**config.mk**
```make
export PLATFORM = sky130hd
export DESIGN_NAME = pipelined_multiplier
export DESIGN_NICKNAME = d
export VERILOG_FILES = /design/src/rtl/mul_pkg.sv /design/src/rtl/mul_half_pp.sv /design/src/rtl/pipelined_multiplier.sv
export SDC_FILE = /design/constraint.sdc
export NUM_CORES = 2
export LEC_CHECK = 0
export CELL_PAD_IN_SITES_DETAIL_PLACEMENT = 0
export CELL_PAD_IN_SITES_GLOBAL_PLACEMENT = 2
export CORE_MARGIN = 4
export CORE_UTILIZATION = 38
export DETAILED_ROUTE_END_ITERATION = 8
export GPL_TIMING_DRIVEN = 0
export PLACE_DENSITY_LB_ADDON = 0.1
export SLEW_MARGIN = 20
export SYNTH_ARGS = -nofsm -noshare
export SYNTH_HDL_FRONTEND = slang
export SYNTH_SLANG_ARGS = --single-unit
```
**constraint.sdc**
```tcl
create_clock -name CLK -period 6.38 [get_ports CLK]
set_input_delay 0.957 -clock CLK [delete_from_list [all_inputs] [get_ports CLK]]
set_output_delay 0.957 -clock CLK [all_outputs]
set_load 0.1 [all_outputs]
```
**src/rtl/mul_pkg.sv**
```systemverilog
// Shared constants for the pipelined multiplier and its half-width partial-product blocks.
package mul_pkg;
    localparam int MUL_WIDTH_DEF   = 32;
    localparam int MUL_LATENCY_DEF = 6;
    localparam int MUL_HALF_DEF    = MUL_WIDTH_DEF / 2;
endpackage

```
**src/rtl/mul_half_pp.sv**
```systemverilog
// Registered HALF_W x HALF_W -> 2*HALF_W unsigned multiplier; one partial product of the core.
module mul_half_pp
    import mul_pkg::*;
#(
    parameter int HALF_W = MUL_HALF_DEF
) (
    input  logic                  CLK,
    input  logic                  rst_n,
    input  logic [HALF_W-1:0]     a,
    input  logic [HALF_W-1:0]     b,
    output logic [2*HALF_W-1:0]   p
);

    logic [2*HALF_W-1:0] p_d;
    logic [2*HALF_W-1:0] p_q;

    always_comb begin
        p_d = {{HALF_W{1'b0}}, a} * {{HALF_W{1'b0}}, b};
    end

    always_ff @(posedge CLK or negedge rst_n) begin
        if (!rst_n) begin
            p_q <= '0;
        end else begin
            p_q <= p_d;
        end
    end

    assign p = p_q;

endmodule

```
**src/rtl/pipelined_multiplier.sv**
```systemverilog
// Fully pipelined unsigned WIDTH x WIDTH -> 2*WIDTH multiplier built from four half-width products.
// WIDTH must be even and >= 4; LATENCY must lie in 3..6 (shorter pipelines fold the late adders).
module pipelined_multiplier
    import mul_pkg::*;
#(
    parameter int WIDTH   = MUL_WIDTH_DEF,
    parameter int LATENCY = MUL_LATENCY_DEF
) (
    input  logic                 CLK,
    input  logic                 rst_n,
    input  logic [WIDTH-1:0]     A,
    input  logic [WIDTH-1:0]     B,
    output logic [2*WIDTH-1:0]   P
);

    localparam int H  = WIDTH / 2;
    localparam int PW = 2 * WIDTH;

    // Stage 1: operand capture
    logic [WIDTH-1:0] a_p1_d, a_p1_q;
    logic [WIDTH-1:0] b_p1_d, b_p1_q;

    always_comb begin
        a_p1_d = A;
        b_p1_d = B;
    end

    always_ff @(posedge CLK or negedge rst_n) begin
        if (!rst_n) begin
            a_p1_q <= '0;
            b_p1_q <= '0;
        end else begin
            a_p1_q <= a_p1_d;
            b_p1_q <= b_p1_d;
        end
    end

    // Stage 2: four registered half-products
    logic [WIDTH-1:0] pp_ll_p2, pp_lh_p2, pp_hl_p2, pp_hh_p2;

    mul_half_pp #(.HALF_W(H)) u_pp_ll (.CLK(CLK), .rst_n(rst_n),
        .a(a_p1_q[H-1:0]),     .b(b_p1_q[H-1:0]),     .p(pp_ll_p2));
    mul_half_pp #(.HALF_W(H)) u_pp_lh (.CLK(CLK), .rst_n(rst_n),
        .a(a_p1_q[H-1:0]),     .b(b_p1_q[WIDTH-1:H]), .p(pp_lh_p2));
    mul_half_pp #(.HALF_W(H)) u_pp_hl (.CLK(CLK), .rst_n(rst_n),
        .a(a_p1_q[WIDTH-1:H]), .b(b_p1_q[H-1:0]),     .p(pp_hl_p2));
    mul_half_pp #(.HALF_W(H)) u_pp_hh (.CLK(CLK), .rst_n(rst_n),
        .a(a_p1_q[WIDTH-1:H]), .b(b_p1_q[WIDTH-1:H]), .p(pp_hh_p2));

    // Stage 3: cross-term sum keeps its carry, hence WIDTH+1 bits
    logic [WIDTH:0]   cross_p3_d, cross_p3;
    logic [WIDTH-1:0] ll_p3_d, ll_p3, hh_p3_d, hh_p3;

    always_comb begin
        cross_p3_d = {1'b0, pp_lh_p2} + {1'b0, pp_hl_p2};
        ll_p3_d    = pp_ll_p2;
        hh_p3_d    = pp_hh_p2;
    end

    if (LATENCY >= 4) begin : g_p3_reg
        logic [WIDTH:0]   cross_p3_q;
        logic [WIDTH-1:0] ll_p3_q, hh_p3_q;
        always_ff @(posedge CLK or negedge rst_n) begin
            if (!rst_n) begin
                cross_p3_q <= '0;
                ll_p3_q    <= '0;
                hh_p3_q    <= '0;
            end else begin
                cross_p3_q <= cross_p3_d;
                ll_p3_q    <= ll_p3_d;
                hh_p3_q    <= hh_p3_d;
            end
        end
        assign cross_p3 = cross_p3_q;
        assign ll_p3    = ll_p3_q;
        assign hh_p3    = hh_p3_q;
    end else begin : g_p3_comb
        assign cross_p3 = cross_p3_d;
        assign ll_p3    = ll_p3_d;
        assign hh_p3    = hh_p3_d;
    end

    // Stage 4: fold the cross term into the low half; the high half-product passes along
    logic [PW-1:0]    low_p4_d, low_p4;
    logic [WIDTH-1:0] high_p4_d, high_p4;

    always_comb begin
        low_p4_d  = {{WIDTH{1'b0}}, ll_p3} + ({{(WIDTH-1){1'b0}}, cross_p3} << H);
        high_p4_d = hh_p3;
    end

    if (LATENCY >= 5) begin : g_p4_reg
        logic [PW-1:0]    low_p4_q;
        logic [WIDTH-1:0] high_p4_q;
        always_ff @(posedge CLK or negedge rst_n) begin
            if (!rst_n) begin
                low_p4_q  <= '0;
                high_p4_q <= '0;
            end else begin
                low_p4_q  <= low_p4_d;
                high_p4_q <= high_p4_d;
            end
        end
        assign low_p4  = low_p4_q;
        assign high_p4 = high_p4_q;
    end else begin : g_p4_comb
        assign low_p4  = low_p4_d;
        assign high_p4 = high_p4_d;
    end

    // Stage 5: final sum; the full product always fits in 2*WIDTH bits
    logic [PW-1:0] fin_p5_d, fin_p5;

    always_comb begin
        fin_p5_d = low_p4 + {high_p4, {WIDTH{1'b0}}};
    end

    if (LATENCY >= 6) begin : g_p5_reg
        logic [PW-1:0] fin_p5_q;
        always_ff @(posedge CLK or negedge rst_n) begin
            if (!rst_n) begin
                fin_p5_q <= '0;
            end else begin
                fin_p5_q <= fin_p5_d;
            end
        end
        assign fin_p5 = fin_p5_q;
    end else begin : g_p5_comb
        assign fin_p5 = fin_p5_d;
    end

    // Stage 6: output register, always present so P is registered at every latency
    logic [PW-1:0] p_p6_d, p_p6_q;

    always_comb begin
        p_p6_d = fin_p5;
    end

    always_ff @(posedge CLK or negedge rst_n) begin
        if (!rst_n) begin
            p_p6_q <= '0;
        end else begin
            p_p6_q <= p_p6_d;
        end
    end

    assign P = p_p6_q;

endmodule

```
# Word-level counts from Yosys, hierarchy flattened
# Cells that the tools add are included.
# word_totals
ff_bits	499
word_cells	20
inputBits	66
output_inout_bits	64
# op_classes
addsub	3
multipliers	4
# op_table
cell	count
$mul 16x16->32	4
$add 50x64->64	1
$add 32x49->50	1
$add 32x32->33	1

# Logic depth before layout (Yosys ltp)
# logic_depth
ltp_word	1
mapped_depth	24
depth_no_buf	23

# Cells and area by module
# Synthesis repeated with hierarchy kept, for this count alone.
# unflattened
hier_cells	5034
area_unflattened_um2	50742.4
# by_module_without_submodules
module	cells_per_inst	seq_area_each_um2	instances	area_each_um2
pipelined_multiplier	941	9283.9	1	13311.5
mul_half_pp at u_pp_hl	1041	800.8	1	9466.6
mul_half_pp at u_pp_hh	1026	800.8	1	9376.5
mul_half_pp at u_pp_ll	1011	800.8	1	9315.2
mul_half_pp at u_pp_lh	1015	800.8	1	9272.6

# Worst setup path before layout
# OpenSTA, ideal clock, no wires.
# synth_timing
path_kind	register -> register
startpoint	reg a_p1_q[15]
endpoint	reg u_pp_ll.p_q[29], in the netlist u_pp_ll.p[29]
arrival_time_ns	6.058
required_time_ns	6.300
setup_time_ns	0.080
path_slack_ns	0.242
n_path_buf	1
synth_period_minus_slack_ns	6.138
path_stages_with_launch	22
cell_sequence	dfrtp_1 -> clkbuf_1 -> nand2_1 -> fa_1 -> fa_1 -> inv_1 -> fa_1 -> fa_1 -> fa_1 -> inv_1 -> fa_1 -> inv_1 -> ha_1 -> a21o_1 -> a21o_1 -> a21o_1 -> or3_1 -> or3_1 -> a31oi_1 -> nor3b_1 -> o41ai_2 -> xnor2_1
# synth_between
elab_chain_cells	1
# synth_lines
item	line	source
from (decl)	pipelined_multiplier.sv:20	logic [WIDTH-1:0] a_p1_d, a_p1_q;
from (signal assigned)	pipelined_multiplier.sv:33	a_p1_q <= a_p1_d;
$mul 16x16->32	mul_half_pp.sv:18	p_d = {{HALF_W{1'b0}}, a} * {{HALF_W{1'b0}}, b};
net u_pp_ll.p_d[29]	mul_half_pp.sv:14	logic [2*HALF_W-1:0] p_d;
to (signal assigned)	mul_half_pp.sv:25	p_q <= p_d;
to (decl)	mul_half_pp.sv:15	logic [2*HALF_W-1:0] p_q;
# The timed path passes the listed nets, and every way through them passes these cells.

# Final worst setup path
# layout_timing
startpoint	reg a_p1_q[6]
endpoint	reg u_pp_ll.p_q[29], in the netlist u_pp_ll.p[29]
# Same word-level chain as after synthesis.

==> run summary <==
Clock edge transition at the registers on the reported setup and hold paths: 0.06 ns
Cells traversed along the worst timing path: clkbuf_16 > buf_4 > nand2_2 > fa_2 > inv_1 > fa_1 > fa_2 > fa_2 > fa_1 > inv_1 > fa_1 > inv_1 > ha_2 > a21o_1 > a21o_1 > a21o_1 > or3_1 > or3_4 > a31oi_4 > nor3b_4 > o41ai_4 > xnor2_4
Wire length of the first global-routing pass: 240000 um
Placed wire-length estimate after detailed placement: 128000 um
Dpl ws: -2.21 ns
Final clock skew: 0.0532 ns
Number of cells traversed by the worst register-to-register path: 22
Async set-or-reset flop fraction in the synthesized netlist: 100%
Worst setup EP type: flop
DRC errors left: 0
Kind of launch point of the worst setup path: flop
Starting density of the core: 38.4%
Detail-routed net length per standard cell: 23.1 um
Initial antenna violation count: 34
Fillers: 12600
CTS tree: yes
Count of synthesis-stage warnings from yosys: 0
Final worst path period need: 6.59 ns
Maximum frequency from static timing analysis: 152 MHz
Number of antenna-violating nets in the routed design: 0
Global Route Usage Sum: 24.2%
Type of the worst setup path: reg2reg
Die ar.: 137000 sq um
Most frequently used flop master after synthesis: sky130_fd_sc_hd__dfrtp_1
Worst path top cell family by delay: adder cells
Transition time at the pin with the least slew margin: 0.980 ns
Number of buffers on the longest clock path: 3
Detail-routed via count per cell: 4.91
Share of cells above drive strength 1: 12.9%
Post-synthesis instance area: 49900 sq um
Synth unique cells: 62
Run status: complete, but fails checks
Die outline height: 370 um
Worst path depth: 22
Number of detailed-routing iterations run before antenna repair: 7
Total of flip-flops plus latches after synthesis: 499
Portion of the post-synthesis area used by sequential elements: 25.0%
CP max-delay cell: sky130_fd_sc_hd__fa_2
Post-synthesis area per instance: 10.1 sq um
IO buf count: 129
Maximum single-stage delay on the critical path: 0.59 ns
Relative slew slack: 34.5%
Sequential cell area in the final layout: 12600 sq um
Total count of hold-check failures in the final report: 0
Total number of nets in the final design: 6596
Cts bufs inserted: 56
Net count after synthesis: 6266
Total area of multi-input combinational cells: 34500 sq um
Die extent in x: 370 um
Classification of the worst-slack hold path: in2async
Number of vias after detailed routing: 34800
Synth-to-Final Area Change: 20.1%
Total global routing overflow: 0
Final routed wirelength across all metal layers: 164000 um
Post-Syn Instances: 4939
Largest fanout on the critical path: 5
Num Clock Sinks: 499
Placement Rows: 132
Max-cap check violation count: 0
Last weighted congestion value of the routability-driven placer: 0.911
Area of the core: 130000 sq um
Setup repair after global routing missed its margin: yes
Arrival time at the worst endpoint: 7.06 ns
Number of max-slew violations in the final report: 0
Number of setup violations in the final report: 7
Violated checks: setup timing
Post-route fraction of the period consumed by the critical path: 103%
Htree depth: 2
Clock latency at the later pin of the worst-skew pair: 0.68 ns
Worst Slack Setup Final: -0.214 ns
Required time of the critical path: 6.85 ns
Number of enable-type register cells in the synthesized netlist: 0
Worst path bufs/invs: 5
Iteration-0 DRC count of the detailed router: 2135
Vias in the first global route: 36000
Number of top-level pins: 130
Clock tree root driver cell: sky130_fd_sc_hd__clkbuf_16
Maximum number of pins on one net before global-route repair: 100
==> per-stage QoR <==
stage	setup TNS, ns	hold WS, ns	cells	instance area, sq um	util [%]
6_report	-0.841	0.215	7075	59900	46.1
5_1_grt	-3.06	0.211	7059	59900	46.1
4_1_cts	-0.906	0.182	6996	58500	45.0
3_5_place_dp	-68.29	0.335	6816	53500	41.2
3_3_place_gp	-8718.56	0.332	6810	53300	41.0
2_1_floorplan	0	0.331	4939	49900	-
==> cells in the final DEF (no fill, tap or decap), drive strengths merged, types with 4 or more instances in the layout <==
master / n
inv: 933
fa: 779
nand2: 639
dfrtp: 499
ha: 482
and2: 476
clkbuf: 240
buf: 193
a21oi: 142
xnor2: 137
clkdlybuf4s50: 128
a21o: 99
nor2: 97
o21ai: 85
xor2: 61
nand3: 38
nor3: 29
nand4: 20
a31oi: 19
nand2b: 18
a211oi: 18
diode: 17
and3: 17
o21a: 17
clkinv: 17
o21bai: 15
nor2b: 11
and4: 9
a221oi: 8
o211ai: 7
bufinv: 6
or3: 6
or2: 5
a31o: 5
o31ai: 5
a41oi: 5
nor4: 5
a211o: 4
a2111oi: 4
a21boi: 4
==> logic make-up after synthesis <==
kind of cell / after synthesis / synth area share, %
compound gates: 465 / 6.07
fa+ha+maj: 1261 / 43.4
xor+xnor: 198 / 3.48
flops: 499 / 25.0
buf+inv: 1141 / 8.59
simple gates: 1375 / 13.5
==> registers in the layout, indices dropped and copies added (netlist names) <==
register            flops
P                      64
fin_p5                 64
g_p4_reg.low_p4_q      50
cross_p3               33
a_p1_q                 32
b_p1_q                 32
g_p3_reg.hh_p3_q       32
g_p3_reg.ll_p3_q       32
g_p4_reg.high_p4_q     32
u_pp_hh.p              32
u_pp_hl.p              32
u_pp_lh.p              32
u_pp_ll.p              32
==> Yosys cell counts, drive strengths merged (6+ instances only) <==
master / count / area (sq um)
nand2b: 18 / 113
nor3: 29 / 150
dfrtp: 499 / 12500
and2: 476 / 2980
a21o: 99 / 743
inv: 929 / 3490
nor2: 97 / 364
o211ai: 7 / 52.6
o21ai: 85 / 425
clkbuf: 212 / 796
xor2: 61 / 534
nand3: 38 / 190
nand4: 20 / 125
or3: 6 / 37.5
ha: 482 / 6030
nand2: 639 / 2400
nor2b: 11 / 68.8
a221oi: 8 / 76.3
o21a: 17 / 128
o21bai: 15 / 113
and3: 17 / 106
a21oi: 142 / 711
xnor2: 137 / 1200
and4: 9 / 78.8
a31oi: 19 / 119
fa: 779 / 15600
a211oi: 18 / 135
==> final cells by class <==
cell class | count | area share (%)
Tap cell | 1742 | 3.64
Clock inverter | 28 | 0.627
Buffer | 197 | 3.72
Timing Repair Buffer | 287 | 4.78
Inverter | 929 | 5.82
Sequential cell | 499 | 21.0
Antenna cell | 17 | 0.0710
Multi-Input combinational cell | 3299 | 57.6
Clock buffer | 77 | 2.74
==> routing by layer <==
metal | global-route usage, % | vias up | wire length, um
li1 | - | 15800 | -
met1 | 33.7 | 17800 | 72600
met2 | 36.9 | 1018 | 72300
met3 | 7.39 | 180 | 14100
met4 | 6.13 | 4 | 4630
met5 | 0 | - | 26
==> worst paths after layout <==
path | slack, ns | endpoint | start
worst max-delay path | -0.21 | u_pp_ll.p[29] | a_p1_q[6]
max in group asynchronous | 4.45 | a_p1_q[14] | rst_n
worst min register to register | 0.33 | g_p4_reg.high_p4_q[23] | g_p3_reg.hh_p3_q[23]
min in group CLK | 0.33 | g_p4_reg.high_p4_q[23] | g_p3_reg.hh_p3_q[23]
worst min-delay path | 0.21 | fin_p5[46] | rst_n
worst max register to register | -0.21 | u_pp_ll.p[29] | a_p1_q[6]
==> timing repair <==
action	CTS	global route
hold buffers	0	0
pin swaps	50	115
buffers inserted	83	68
setup endpoints to repair	69	45
cloned	1	2
resized for setup	586	246
Power is left out: the tool's default activity adds up to more than one toggle a clock period on the data nets, which glitch-free logic cannot reach.
